File: src/rtl/sm_mon_pkg.sv
// Shared state encoding and helpers for the FSM output monitor.
package sm_mon_pkg;

    localparam int ST_W = 2;  // state register width
    localparam int RC_W = 4;  // run / clean counter width

    typedef enum logic [ST_W-1:0] {
        ST_OK    = 2'd0,
        ST_WARN  = 2'd1,
        ST_ALARM = 2'd2
    } state_t;

    // Saturating +1 for the run/clean trackers.
    function automatic logic [RC_W-1:0] sat_inc_rc(input logic [RC_W-1:0] v);
        return (v == '1) ? v : v + 1'b1;
    endfunction

endpackage

File: src/rtl/sat_event_counter.sv
// Saturating event counter with optional rising-edge qualification and
// synchronous clear. The previous-value register keeps tracking the input
// through a clear so an input held high is not recounted afterwards.
module sat_event_counter #(
    parameter int W    = 8,
    parameter bit EDGE = 1'b1
) (
    input  logic         clk,
    input  logic         rst,
    input  logic         clr,
    input  logic         sample,
    output logic [W-1:0] count
);

    logic prev;
    logic hit;

    // Event qualifier: rising edge of the sample, or simply the sample level.
    assign hit = EDGE ? (sample & ~prev) : sample;

    // Previous-value tracking and saturating count; clear beats an increment.
    // NOTE: sequential state uses non-blocking assignments so every register
    // samples pre-edge values regardless of statement order.
    always_ff @(posedge clk) begin
        if (rst) begin
            prev  <= 1'b0;
            count <= '0;
        end else begin
            prev <= sample;
            if (clr) begin
                count <= '0;
            end else if (hit && (count != '1)) begin
                count <= count + 1'b1;
            end
        end
    end

endmodule

File: src/rtl/sm_output_monitor.sv
// Health monitor for the upstream FSM outputs: counts o1/o2 rising edges and
// err cycles, and escalates sustained err runs OK -> WARN -> sticky ALARM.
module sm_output_monitor
    import sm_mon_pkg::*;
#(
    parameter int CNT_W      = 8,
    parameter int ERR_THRESH = 3,
    parameter int RECOVER    = 2
) (
    input  logic             clk,
    input  logic             rst,
    input  logic             o1_in,
    input  logic             o2_in,
    input  logic             err_in,
    input  logic             clr,
    output logic [CNT_W-1:0] o1_cnt,
    output logic [CNT_W-1:0] o2_cnt,
    output logic [CNT_W-1:0] err_cnt,
    output logic             warn,
    output logic             alarm
);

    localparam logic [RC_W-1:0] THRESH_C  = RC_W'(ERR_THRESH);
    localparam logic [RC_W-1:0] RECOVER_C = RC_W'(RECOVER);

    state_t          state, state_n;
    logic [RC_W-1:0] run, run_n;
    logic [RC_W-1:0] clean, clean_n;
    logic [RC_W-1:0] run_inc, clean_inc;

    sat_event_counter #(.W(CNT_W), .EDGE(1'b1)) u_o1_cnt (
        .clk(clk), .rst(rst), .clr(clr), .sample(o1_in), .count(o1_cnt)
    );

    sat_event_counter #(.W(CNT_W), .EDGE(1'b1)) u_o2_cnt (
        .clk(clk), .rst(rst), .clr(clr), .sample(o2_in), .count(o2_cnt)
    );

    sat_event_counter #(.W(CNT_W), .EDGE(1'b0)) u_err_cnt (
        .clk(clk), .rst(rst), .clr(clr), .sample(err_in), .count(err_cnt)
    );

    assign run_inc   = sat_inc_rc(run);
    assign clean_inc = sat_inc_rc(clean);

    // State, run and clean registers.
    always_ff @(posedge clk) begin
        if (rst) begin
            state <= ST_OK;
            run   <= '0;
            clean <= '0;
        end else begin
            state <= state_n;
            run   <= run_n;
            clean <= clean_n;
        end
    end

    // Next-state logic: escalate on err runs, recover on clean runs,
    // leave ALARM only on an acknowledged clear with err low.
    // NOTE: every output of this block gets a default first, so no path can
    // leave a signal unassigned and infer a latch.
    always_comb begin
        state_n = state;
        run_n   = run;
        clean_n = clean;
        case (state)
            ST_OK: begin
                if (err_in) begin
                    state_n = ST_WARN;
                    run_n   = 4'd1;
                    clean_n = '0;
                end
            end
            ST_WARN: begin
                if (err_in) begin
                    run_n   = run_inc;
                    clean_n = '0;
                    if (run_inc == THRESH_C) state_n = ST_ALARM;
                end else begin
                    run_n   = '0;
                    clean_n = clean_inc;
                    if (clean_inc == RECOVER_C) state_n = ST_OK;
                end
            end
            ST_ALARM: begin
                if (clr && !err_in) begin
                    state_n = ST_OK;
                    run_n   = '0;
                    clean_n = '0;
                end
            end
            default: begin
                state_n = ST_OK;
                run_n   = '0;
                clean_n = '0;
            end
        endcase
    end

    // Registered one-hot decode of the next state; warn and alarm are exclusive.
    always_ff @(posedge clk) begin
        if (rst) begin
            warn  <= 1'b0;
            alarm <= 1'b0;
        end else begin
            warn  <= (state_n == ST_WARN);
            alarm <= (state_n == ST_ALARM);
        end
    end

endmodule

File: config.mk
export PLATFORM = sky130hd
export DESIGN_NAME = sm_output_monitor
export DESIGN_NICKNAME = d
export VERILOG_FILES = /design/src/rtl/sm_mon_pkg.sv /design/src/rtl/sat_event_counter.sv /design/src/rtl/sm_output_monitor.sv
export SDC_FILE = /design/constraint.sdc
export NUM_CORES = 1
export LEC_CHECK = 0
export CAP_MARGIN = 0
export CORE_MARGIN = 3
export CORE_UTILIZATION = 35
export DETAILED_ROUTE_END_ITERATION = 8
export GPL_ROUTABILITY_DRIVEN = 0
export GPL_TIMING_DRIVEN = 0
export HOLD_SLACK_MARGIN = 0.08
export PLACE_DENSITY = 0.61
export SLEW_MARGIN = 30
export SYNTH_ARGS = -nofsm -noshare
export SYNTH_HDL_FRONTEND = slang
export SYNTH_SLANG_ARGS = --single-unit
File: constraint.sdc
create_clock -name clk -period 1.6 [get_ports clk]
set_input_delay 0.4 -clock clk [delete_from_list [all_inputs] [get_ports clk]]
set_output_delay 0.4 -clock clk [all_outputs]
set_load 0.02 [all_outputs]
==> out/summary.log <==
INFO  cts            cts.reportedPaths.clkPinSlew=0.07ns
INFO  cts            ctsRootBufferMaster=sky130_fd_sc_hd__clkbuf_8
INFO  logic_synthesis synthDistinctLibCells=45
INFO  cells_and_area final_core_util=47.8%
INFO  global_routing gr-total-overflow=0
INFO  cells_and_area layout-drive-gt1-share=10.0%
INFO  cts            clock_sink_count=38
INFO  cts            cts_buffers=5
INFO  routing        post_drt_via_cell_ratio=5.14
INFO  routing        detail_route.wl_per_cell=12.5um
INFO  cells_and_area number_of_filler_instances_in_the_final_layout=523
INFO  critical_path  crit_family=flip-flops
INFO  sta            slew_headroom=70.5%
INFO  critical_path  cp.depth=1
INFO  sta            timing.hold.ws=0.407ns
INFO  critical_path  worstPathArrival=1.11ns
INFO  critical_path  worstSetupEndpointType=output pin
INFO  routing        detailedRoute.firstPassIterationCount=4
INFO  global_routing pin_count_of_the_biggest_net_entering_global_routing=12
INFO  cells_and_area area_growth_syn_to_layout=27.3%
INFO  critical_path  slowest_delay=0.45ns
INFO  sta            worst_slew_pin_tran=0.443ns
INFO  floorplanning  initial_standard_cell_utilization_of_the_core=37.6%
INFO  sta            fmax=0.664GHz
INFO  sta            setup_slack=0.0949ns
INFO  critical_path  setup.worst_path.start_class=register
INFO  sta            slew_viol_final=0
INFO  critical_path  r2r.worst_path.cells=5
INFO  placed_design  placement.cell_area=2240um^2
INFO  logic_synthesis mapped_avg_cell_area=8.82um^2
INFO  global_routing globalRouteTotalUtil=14.3%
INFO  routing        vias=1628
INFO  sta            timing.final.crit_share=94.1%
INFO  floorplanning  ioPinCount=32
INFO  critical_path  crit_path_cell_trace=dlygate4sd2_1
INFO  critical_path  critPathSlowestCell=sky130_fd_sc_hd__dfxtp_1
INFO  placed_design  dpl.hpwl=2760um
INFO  sta            finalSetupTns=0ns
INFO  logic_synthesis synthArstFlopShare=0%
INFO  logic_synthesis yosysSeqAreaShare=41.2%
INFO  logic_synthesis yosysWarnings=0
INFO  placed_design  port_buffers=31
INFO  global_routing first_global_vias=1575
INFO  sta            fin_worst_skew=0.00997ns
INFO  logic_synthesis cell_area_after_technology_mapping=1840um^2
INFO  flow_run       cap_violations=0
INFO  cts            ctsHtreeMaxLevel=2
INFO  routing        drtAntennaViolNets=0
INFO  logic_synthesis synth_seq_cells=38
INFO  power          power-per-cell-area=771nW/um^2
INFO  floorplanning  fp.dieArea=6180um^2
INFO  cts            tritoncts=yes
INFO  cells_and_area diodes=0
INFO  logic_synthesis synth_edf_count=0
INFO  min_path       hold_path_depth=2
INFO  outcome        status=finished clean
INFO  sta            post-route-min-period=1.51ns
INFO  cells_and_area layout.nets=260
INFO  floorplanning  row_count=25
INFO  sta            hold_viol_final=0
INFO  critical_path  worst-endpoint-required=1.20ns
INFO  cells_and_area final_cell_area=2350um^2
INFO  placed_design  placement.setup.worst_slack=-0.379ns
INFO  min_path       hp-class=input pin to register
INFO  routing        finalWirelength=3960um
INFO  critical_path  timing_worst_setup_path_type=register to output pin
INFO  floorplanning  die_h=78.6um
INFO  power          irDropWorstVdd=0.429mV
INFO  global_routing grt_pass1_wl=7130um
INFO  logic_synthesis netlist_instances=209
INFO  critical_path  worstPathBufferInverterCount=1
INFO  sta            finalSetupViolCount=0
INFO  logic_synthesis syn_nets=220
INFO  global_routing grt_antenna_before_repair=0
INFO  cts            clock_latency=0.29ns
INFO  floorplanning  die_width=78.6um
INFO  sta            grt_setup_unrepaired=no
INFO  routing        dr.first_iter.drc_count=72
INFO  critical_path  worst-path-max-fanout=6
INFO  power          static-leakage-power=0.971nW
INFO  cts            cts-root-to-sink-buffers=2
INFO  logic_synthesis synth_top_flop_cell=sky130_fd_sc_hd__dfxtp_1
INFO  routing        route.detailed.drc=0
INFO  floorplanning  core_area=4910um^2
## where the power goes
part	leakage [nW]	switching [mW]	total (mW)	internal, mW
logic	0.614	0.0802	0.145	0.0644
registers	0.309	0.0199	0.983	0.963
clock network	0.0482	0.337	0.684	0.348
## area by class of cell
type / count / area [um^2] / share of cell area (%)
plain buffers: 5 / 28.8 / 1.23
well taps: 67 / 83.8 / 3.57
flip-flops and latches: 38 / 763 / 32.5
multi-input cells: 163 / 1070 / 45.6
clock buffers: 7 / 86.3 / 3.68
clock inverters: 1 / 5.00 / 0.213
inverters: 3 / 11.3 / 0.479
repair buffers: 33 / 299 / 12.7
## metal layers
layer / vias up / track usage (%) / wire length, um
met5: - / 0 / 0
met4: 0 / 6.29 / 82
met3: 8 / 3.90 / 173
met2: 32 / 21.4 / 1600
met1: 736 / 19.0 / 2110
li1: 852 / - / -
## sequential cells by signal, indices dropped and copies added (netlist names)
| name | cells |
|---|---|
| u_o2_cnt.prev | 1 |
| run | 4 |
| alarm | 1 |
| u_o1_cnt.prev | 1 |
| u_o1_cnt.count | 8 |
| warn | 1 |
| clean | 4 |
| u_err_cnt.count | 8 |
| state | 2 |
| u_o2_cnt.count | 8 |
## layout by cell type (no fill, tap or decap), types with 4 or more instances in the layout
master / count
sky130_fd_sc_hd__o211ai_1: 5
sky130_fd_sc_hd__dlygate4sd2_1: 27
sky130_fd_sc_hd__o21ai_0: 8
sky130_fd_sc_hd__nand2_1: 11
sky130_fd_sc_hd__a21oi_1: 20
sky130_fd_sc_hd__nor3_1: 6
sky130_fd_sc_hd__o21ai_1: 5
sky130_fd_sc_hd__and4_1: 4
sky130_fd_sc_hd__nand3b_1: 4
sky130_fd_sc_hd__nand4_1: 7
sky130_fd_sc_hd__xor2_1: 11
sky130_fd_sc_hd__dfxtp_1: 36
sky130_fd_sc_hd__clkbuf_8: 6
sky130_fd_sc_hd__nor2b_1: 5
sky130_fd_sc_hd__nand3_1: 11
sky130_fd_sc_hd__nor2_1: 18
## worst paths after layout
kind | start | slack (ns) | end
max reg2reg | u_o1_cnt.count[0] | 0.11 | u_o1_cnt.count[4]
min reg2reg | run[1] | 0.52 | run[1]
min | o2_in | 0.41 | u_o2_cnt.prev
max | u_o1_cnt.count[2] | 0.09 | o1_cnt[2]
## cell families (layout without fill, tap and decap cells)
| logic type | Yosys count | after routing | synth area share (%) |
|---|---|---|---|
| xor gates and xnor gates | 13 | 13 | 6.17 |
| muxes | 3 | 3 | 1.63 |
| and+or+nand+nor | 95 | 95 | 30.8 |
| DFF | 38 | 38 | 41.2 |
| AOI/OAI and AO/OA | 47 | 47 | 14.8 |
| buffers and inverters | 8 | 49 | 1.97 |
| adders and majority gates | 5 | 5 | 3.39 |
## cells in the mapped netlist, types with 2 or more instances
cell type	n	area share, %
sky130_fd_sc_hd__a211oi_1	3	1.2
sky130_fd_sc_hd__a21oi_1	20	5.4
sky130_fd_sc_hd__a41oi_1	2	0.95
sky130_fd_sc_hd__and2_1	2	0.68
sky130_fd_sc_hd__and2b_2	2	0.95
sky130_fd_sc_hd__and3_1	3	1.0
sky130_fd_sc_hd__and3b_1	2	0.95
sky130_fd_sc_hd__and4_1	4	1.9
sky130_fd_sc_hd__clkbuf_1	3	0.61
sky130_fd_sc_hd__dfxtp_1	38	41
sky130_fd_sc_hd__ha_1	5	3.4
sky130_fd_sc_hd__inv_1	3	0.61
sky130_fd_sc_hd__mux2i_1	3	1.6
sky130_fd_sc_hd__nand2_1	11	2.2
sky130_fd_sc_hd__nand3_1	11	3.0
sky130_fd_sc_hd__nand3b_1	4	1.6
sky130_fd_sc_hd__nand4_1	7	2.4
sky130_fd_sc_hd__nand4b_1	2	0.95
sky130_fd_sc_hd__nor2_1	18	3.7
sky130_fd_sc_hd__nor2b_1	5	1.7
sky130_fd_sc_hd__nor3_1	6	1.6
sky130_fd_sc_hd__nor4_1	3	1.0
sky130_fd_sc_hd__o211ai_1	5	2.0
sky130_fd_sc_hd__o21ai_0	10	2.7
sky130_fd_sc_hd__o21ai_1	4	1.1
sky130_fd_sc_hd__or3_1	3	1.0
sky130_fd_sc_hd__xnor2_1	2	0.95
sky130_fd_sc_hd__xor2_1	11	5.2
## repair_timing
| item | in CTS | in global routing |
|---|---|---|
| endpoints found under the setup margin | 39 | 27 |
| gates resized for setup | 31 | 12 |
| endpoints found under the hold margin | 0 | 0 |
| setup buffers | 2 | 0 |
| pin swaps | 1 | 0 |
| hold buffers | 0 | 0 |
## worst reg2reg max path, cell delays in order, from the launching register on
cell	delay, ns
sky130_fd_sc_hd__dfxtp_1	0.34
sky130_fd_sc_hd__ha_1	0.26
sky130_fd_sc_hd__nand3_1	0.18
sky130_fd_sc_hd__o21ai_2	0.11
sky130_fd_sc_hd__or4_1	0.47
sky130_fd_sc_hd__nand2_1	0.07
## through the flow
| step | std cells | total power [mW] |
|---|---|---|
| 6_report | 317 | 1.81 |
| 3_5_place_dp | 307 | 1.14 |
| 4_1_cts | 317 | 1.84 |
| 2_1_floorplan | 209 | 1.09 |
| 3_3_place_gp | 307 | 1.14 |
| 5_1_grt | 317 | 1.90 |
Note: power is estimated with default switching activity, not from simulation.
